<file path="config.mk">
export PLATFORM = sky130hd
export DESIGN_NAME = regwrite_arbiter_wb
export DESIGN_NICKNAME = d
export VERILOG_FILES = /design/src/rtl/regwrite_arbiter_wb.sv
export SDC_FILE = /design/constraint.sdc
export NUM_CORES = 1
export LEC_CHECK = 0
export CAP_MARGIN = 20
export CORE_ASPECT_RATIO = 0.75
export CORE_MARGIN = 1
export CORE_UTILIZATION = 40
export CTS_BUF_LIST = sky130_fd_sc_hd__clkbuf_8
export CTS_CLUSTER_DIAMETER = 80
export DETAILED_ROUTE_END_ITERATION = 10
export GPL_TIMING_DRIVEN = 1
export PLACE_DENSITY = 0.66
export SLEW_MARGIN = 40
export SYNTH_ARGS = -nofsm -noshare
export SYNTH_HDL_FRONTEND = slang
export SYNTH_SLANG_ARGS = --single-unit
</file>
<file path="constraint.sdc">
create_clock -name Clk -period 6.86 [get_ports Clk]
set_input_delay 1.029 -clock Clk [delete_from_list [all_inputs] [get_ports Clk]]
set_output_delay 1.029 -clock Clk [all_outputs]
set_load 0.01 [all_outputs]
</file>
<file path="src/rtl/regwrite_arbiter_wb.sv">
// Write-back arbiter for the ID-stage register file write port.
// Merges the WB-stage main write with side-datapath writes queued in a
// small FIFO, and reports pending writes to the ID read addresses so ID
// can stall on read-after-write hazards.
module regwrite_arbiter_wb #(
  parameter int DEPTH  = 4,
  parameter int DATA_W = 32,
  parameter int ADDR_W = 5
) (
  input  logic              Clk,
  input  logic              Rst,
  input  logic              MainRegWrite,
  input  logic [ADDR_W-1:0] MainWriteRegister,
  input  logic [DATA_W-1:0] MainWriteData,
  input  logic              SideValid,
  input  logic [ADDR_W-1:0] SideRegister,
  input  logic [DATA_W-1:0] SideData,
  output logic              SideReady,
  input  logic [ADDR_W-1:0] ReadRegister1,
  input  logic [ADDR_W-1:0] ReadRegister2,
  output logic              RegWrite,
  output logic [ADDR_W-1:0] WriteRegister,
  output logic [DATA_W-1:0] WriteData,
  output logic              Busy1,
  output logic              Busy2,
  output logic              Empty
);

  localparam int PTR_W = (DEPTH > 1) ? $clog2(DEPTH) : 1;
  localparam int CNT_W = PTR_W + 1;

  logic [ADDR_W-1:0] fifo_addr [DEPTH];
  logic [DATA_W-1:0] fifo_data [DEPTH];
  logic [DEPTH-1:0]  fifo_vld;
  logic [PTR_W-1:0]  wr_ptr;
  logic [PTR_W-1:0]  rd_ptr;
  logic [CNT_W-1:0]  count;

  logic main_live;
  logic push;
  logic pop;
  logic hit1;
  logic hit2;

  // Full check uses start-of-cycle count, so a same-cycle pop never frees a slot.
  assign SideReady = !Rst && (count < CNT_W'(DEPTH));
  assign Empty     = (count == '0);

  // Main writes to r0 are dropped; side writes to r0 are acknowledged but not queued.
  assign main_live = MainRegWrite && (MainWriteRegister != '0);
  assign push      = SideValid && SideReady && (SideRegister != '0);
  assign pop       = !main_live && (count != '0);

  // Control state: pointers, occupancy, entry valid flags and the output register.
  always_ff @(posedge Clk or posedge Rst) begin
    if (Rst) begin
      wr_ptr        <= '0;
      rd_ptr        <= '0;
      count         <= '0;
      fifo_vld      <= '0;
      RegWrite      <= 1'b0;
      WriteRegister <= '0;
      WriteData     <= '0;
    end else begin
      if (push) wr_ptr <= wr_ptr + PTR_W'(1);
      if (pop)  rd_ptr <= rd_ptr + PTR_W'(1);

      case ({push, pop})
        2'b10:   count <= count + CNT_W'(1);
        2'b01:   count <= count - CNT_W'(1);
        default: count <= count;
      endcase

      // Push and pop never target the same slot: that needs a full FIFO
      // (no push) or an empty one (no pop).
      if (pop)  fifo_vld[rd_ptr] <= 1'b0;
      if (push) fifo_vld[wr_ptr] <= 1'b1;

      // Main write has priority; the FIFO only drains on main-idle cycles.
      if (main_live) begin
        RegWrite      <= 1'b1;
        WriteRegister <= MainWriteRegister;
        WriteData     <= MainWriteData;
      end else if (pop) begin
        RegWrite      <= 1'b1;
        WriteRegister <= fifo_addr[rd_ptr];
        WriteData     <= fifo_data[rd_ptr];
      end else begin
        RegWrite      <= 1'b0;
      end
    end
  end

  // FIFO storage; contents are only meaningful where fifo_vld is set.
  always_ff @(posedge Clk) begin
    if (push) begin
      fifo_addr[wr_ptr] <= SideRegister;
      fifo_data[wr_ptr] <= SideData;
    end
  end

  // Hazard flags: any queued entry or the in-flight output write targets the read address.
  always_comb begin
    hit1 = RegWrite && (WriteRegister == ReadRegister1);
    hit2 = RegWrite && (WriteRegister == ReadRegister2);
    for (int i = 0; i < DEPTH; i++) begin
      if (fifo_vld[i] && (fifo_addr[i] == ReadRegister1)) hit1 = 1'b1;
      if (fifo_vld[i] && (fifo_addr[i] == ReadRegister2)) hit2 = 1'b1;
    end
    Busy1 = hit1 && (ReadRegister1 != '0);
    Busy2 = hit2 && (ReadRegister2 != '0);
  end

endmodule

</file>
# Word-level counts from Yosys, hierarchy flattened
# Memory sizes are Yosys's and may differ from the RTL's.
# Index checks and enable logic that the tools add are counted.
[totals] register_bits=49 ramBits=148 inputBits=88 out_inout_bits=42 word_cells=85 mem_count=2
[memory_table] name="fifo_data" depth=4 word_bits=32 rd=1 rd_clocked_by_memory_dff=0 write_ports=1 line_no="33" source="logic [DATA_W-1:0] fifo_data [DEPTH];"
[memory_table] name="fifo_addr" depth=4 word_bits=5 rd=5 rd_clocked_by_memory_dff=0 write_ports=1 line_no="32" source="logic [ADDR_W-1:0] fifo_addr [DEPTH];"
[classes] add_sub_neg=4 magnitude_cmp=5 eq_ne=12 mux=23 bitwise=3 reduce_logical=29
[ops] cell="2-to-1 mux 32 bit" count=2
[ops] cell="equality test 5 bit" count=10
[ops] cell="nonzero test 5 bit" count=4
[ops] cell="logical AND 1 bit" count=19
[ops] cell="2-to-1 mux 1 bit" count=14
[ops] cell="2-to-1 mux 5 bit" count=2
[ops] cell="2-to-1 mux 4 bit" count=2
[ops] cell="less-than comparator 2 x 3 -> 1 bit (second input constant)" count=2
[ops] cell="case mux 3 bit (2 select lines)" count=1
[ops] cell="adder 2 x 1 -> 2 bit (second input constant)" count=2
[ops] cell="bitwise AND 4 bit" count=1
[ops] cell="demux 1 bit (select 2 bit)" count=2
[ops] cell=">= comparator 2 x 1 -> 1 bit (second input constant)" count=2
[ops] cell="NOT 4 bit" count=1
[ops] cell="OR 4 bit" count=1
[ops] cell="nonzero test 2 bit" count=2
[ops] cell="adder 3 x 1 -> 3 bit (second input constant)" count=1
[ops] cell="logical NOT 3 bit" count=1
[ops] cell="less-than comparator 3 bit (second input constant)" count=1
[ops] cell="nonzero test 3 bit" count=1
[ops] cell="subtractor 3 x 1 -> 3 bit (second input constant)" count=1
[ops] cell="equality test 2 x 1 -> 1 bit (second input constant)" count=1
[ops] cell="equality test 2 bit (second input constant)" count=1
[ops] cell="logical NOT 1 bit" count=2

# Logic depth before layout (Yosys ltp)
[depth] depth_word=9 mapped_depth=10 mapped_depth_nobuf=10

# Worst setup path after synthesis
# No wires, ideal clock.
[synth_path] kind="in2reg" start="input MainWriteRegister[4]" end="register count[2]" setup_time_ns=0.079 arrival_ns=2.965 required_ns=6.781 setup_slack_ns=3.816 path_stages=10 path_buffers=1 cell_sequence="or4_1 o21a_1 buf_6 nor2_8 ha_1 inv_1 fa_1 xor2_1 nor2_1 xor2_1"
[synth_between] elab_chain_cells=6 word_cells_on_any_way=8 classes_between="eq/ne (2); mux (1); reduce/logical (5)"
[synth_lines] item="start: declaration" line_no="13" source="input logic [ADDR_W-1:0] MainWriteRegister,"
[synth_lines] item="nonzero test 5 bit (*)" line_no="50" source="assign main_live = MainRegWrite && (MainWriteRegister != '0);"
[synth_lines] item="logical AND 1 bit (*)" line_no="50"
[synth_lines] item="logical NOT 1 bit (*)" line_no="52" source="assign pop = !main_live && (count != '0);"
[synth_lines] item="logical AND 1 bit (*)" line_no="52"
[synth_lines] item="equality test 2 x 1 -> 1 bit / equality test 2 bit (equally long branches)" line_no="68" source="case ({push, pop})"
[synth_lines] item="case mux 3 bit (2 select lines) / nonzero test 2 bit (equally long branches)"
[synth_lines] item="end signal: assignment" line_no="69" source="2'b10: count <= count + CNT_W'(1);"
[synth_lines] item="end signal: assignment" line_no="70" source="2'b01: count <= count - CNT_W'(1);"
[synth_lines] item="end signal: assignment" line_no="71" source="default: count <= count;"
[synth_lines] item="end: declaration" line_no="37" source="logic [CNT_W-1:0] count;"
# Every way passes the cells marked *; elsewhere a longest branch is shown, timed or not.
# A chain may end at the register's enable or synchronous reset.

# Worst setup path in the final report
[layout_path] start="input ReadRegister2[2]" end="output Busy2"
[layout_between] elab_chain_cells=7 word_cells_on_any_way=16 classes_between="eq/ne (5); mux (4); reduce/logical (7)"
[layout_lines] item="start: declaration" line_no="20" source="input logic [ADDR_W-1:0] ReadRegister2,"
[layout_lines] item="equality test 5 bit (on tied branches)" line_no="105, 108"
[layout_lines] item="logical AND 1 bit (on tied branches)" line_no="105, 108"
[layout_lines] item="2-to-1 mux 1 bit (4 in a row)" line_no="108" source="if (fifo_vld[i] && (fifo_addr[i] == ReadRegister2)) hit2 = 1'b1;"
[layout_lines] item="logical AND 1 bit (*)" line_no="111" source="Busy2 = hit2 && (ReadRegister2 != '0);"
[layout_lines] item="end: declaration" line_no="25" source="output logic Busy2,"
# Marked as above.

==> metrics.md <==
| Metric | Value |
|---|---|
| Diodes inserted | 0 |
| Count of cell types in the netlist | 29 |
| Kind of critical path | in -> out |
| Utilization after layout | 50.5% |
| Cell depth of the worst setup path | 7 |
| Post-CTS resize count | 0 |
| Syn Std Cell Area | 8320 um2 |
| Internal cell power | 2.29 mW |
| GR Overflow Total | 0 |
| DRC Markers | 0 |
| Most used cell, CP | clkdlybuf4s50_1 |
| Total power | 3.33 mW |
| Pre-antenna DRT Iters | 4 |
| Hold_buf cts | 0 |
| IR drop worst, VDD | 0.196 mV |
| RSZ-0062 raised after global routing | false |
| Commonest non-fill, non-tap cells in the layout | edfxtp_1 (148), clkdlybuf4s50_1 (129), dfrtp_1 (47) |
| Cells after synthesis | 505 |
| Core ar. | 20300 um2 |
| Worst reg2reg path startpoint | count[2] |
| Outcome | finished, final reports clean |
| Post-CTS Setup Inserts | 0 |
| Switching Share | 31.2% |
| Die ar. | 21400 um2 |
| CTS max path bufs | 2 |
| Tcrit/Tclk final | 59.6% |
| Worst Setup SP | ReadRegister2[2] |
| Vias in the first global route | 4820 |
| Worst-case reg-to-reg path depth | 4 |
| Post-Syn Nets | 603 |
| MaxCap Viol Count | 0 |
| Post-DP Area | 9880 um2 |
| Gr usage total | 17.4% |
| Initial Util | 40.9% |
| Crit path arrival time | 3.06 ns |
| Synth area leaders | edfxtp_1 (53%), dfrtp_1 (15%), mux4_2 (10%) |
| Skew-Pair Late Insertion Delay | 0.46 ns |
| Num rows | 45 |
| CTS tree | yes |
| Setup crit start kind | primary input |
| Register share of total power | 49.1% |
| Maximum number of pins on one net before global-route repair | 72 |
| Initial antenna violation count | 0 |
| Clock power frac | 21.0% |
| Final Instance Area | 10300 um2 |
| CP endpoint kind | output pin |
| Share of cells above drive strength 1 | 12.9% |
| Synth Warn # | 0 |
| Hold Fails Final Rpt | 0 |
| Yosys top cell area share | 53.4% |
| Sink Count | 197 |
| Clk_skew | 0.0203 ns |
| Slew Limit Fails | 0 |
| Post-detailed-route count of antenna-violating nets | 0 |
| Slowest CP cell | clkdlybuf4s50_1 |
| CP top delay family | buffers and inverters |
| First-pass GRT wire length | 27400 um |
| Post-Place Cells | 891 |
| Final Routed Wirelength | 17600 um |
| F_max | 0.244 GHz |
| Static leakage | 3.57 nW |
| Buffers & Inverters on Critical Path | 2 |
| HPWL Detailed | 11700 um |
| R2r endpoint | fifo_data[1][14] |
| Synth area leader | edfxtp_1 |
| Area Growth Syn to Fin | 23.2% |
| Final setup fails | 0 |
| Logic gate share of total power | 30.0% |
| Fin Setup TNS | 0 ns |
| Critical Path Fanout Max | 6 |
| Min-delay worst type | reg -> reg |
| Pwr dens | 324 nW/um2 |
| Fin nets | 726 |
| Chip width | 169 um |
| Worst Setup EP | Busy2 |
| R2R setup slack | 4.59 ns |
| Root buf cell | clkbuf_8 |
| Mapped Avg Cell Area | 16.5 um2 |
| Port buffer count | 129 |
| CP peak stage delay | 0.60 ns |
| Req. time, crit path | 5.83 ns |
| Die H | 127 um |
| Ports | 130 |
| Flops & latches, synth | 197 |
| Initial DRC count | 348 |
| Vias | 4643 |
| Avg Vias per Cell | 5.03 |
| Final std cells w/o fill | 923 |
| Drt wl/cell | 19.0 um |
| Cell Chain, Critical Path | clkdlybuf4s50_1 -> xor2_1 -> nor4_1 -> nand3_1 -> nand2_1 -> o22a_1 -> clkdlybuf4s50_1 |
| H-tree Lvls | 4 |
| Most common cell after layout, fill and taps aside | edfxtp_1 |
| Min Tclk post-route | 4.09 ns |
| CTS Buf Count | 17 |
| Slew headroom | 52.8% |
| Psw | 1.04 mW |
| Worst Max-Slew Pin Slew | 0.708 ns |
| Sequential share of the synthesized area | 68.1% |
| Clk slew on worst S/H paths | 0.09 ns |
| Gpl congestion | 0.851 |
[logic make-up (layout without fill, tap and decap cells)]
family / count (synthesis) / in the layout / share of synthesized area [%]
DFF: 197 / 197 / 68.1
and+or+nand+nor: 82 / 82 / 4.69
muxes: 75 / 75 / 14.6
xor gates and xnor gates: 55 / 55 / 5.79
AOI/OAI and AO/OA: 47 / 47 / 3.07
buffers and inverters: 39 / 175 / 2.15
adders and majority gates: 10 / 10 / 1.59
[flip-flops by register name (all words and copies together), names as in the netlist]
signal	count
fifo_vld	4
WriteRegister	5
WriteData	32
RegWrite	1
wr_ptr	2
fifo_addr	20
rd_ptr	2
count	3
fifo_data	128
[cell usage after synthesis (all sizes together)]
master,number
a21o,4
a21oi,1
and2,4
buf,16
clkbuf,14
dfrtp,49
edfxtp,148
fa,1
ha,9
inv,9
mux2i,38
mux4,37
nand2,46
nand2b,1
nand3,12
nor2,4
nor3,2
nor4,10
o21a,1
o21ai,39
o22a,2
or4,3
xnor2,13
xor2,42
[final cells by class]
cell class	instances	area (um2)
fill	1698	10100
clock buffer	17	234
tap	282	353
multi-input combinational	269	2490
sequential	197	5680
timing repair buffer	134	1330
clock inverter	15	143
inverter	9	33.8
[power by group through the flow]
stage               Clock, mW  Sequential, mW  Combinational (mW)
detailed placement          0            1.66                1.01
global route            0.763            1.66                1.09
floorplan                   0            1.60               0.660
global placement            0            1.65               0.997
CTS                     0.721            1.64                1.02
finish                  0.697            1.63               0.997
[per-stage QoR]
step	setup WS [ns]	hold WS, ns
2_1_floorplan	3.82	0.464
3_5_place_dp	2.81	0.531
4_1_cts	2.79	0.544
3_3_place_gp	2.74	0.500
6_report	2.77	0.535
5_1_grt	2.64	0.553
[routing by layer]
layer,part of all wire [%],wire length [um],vias to the layer above,global-route usage (%)
met4,0.73,128,0,4.44
met3,6.5,1150,10,5.34
li1,-,-,2148,-
met5,0,0,-,0
met2,44,7780,127,26.0
met1,48,8500,2358,24.9
[worst min path at each step]
stage          startpoint  endpoint  cells after the start
2_1_floorplan    count[2]  count[2]                      1
3_3_place_gp     count[0]  count[0]                      1
3_5_place_dp     count[0]  count[0]                      1
4_1_cts          count[0]  count[0]                      1
5_1_grt          count[0]  count[0]                      1
6_report         count[0]  count[0]                      1
Power figures use the tool's default switching activity.
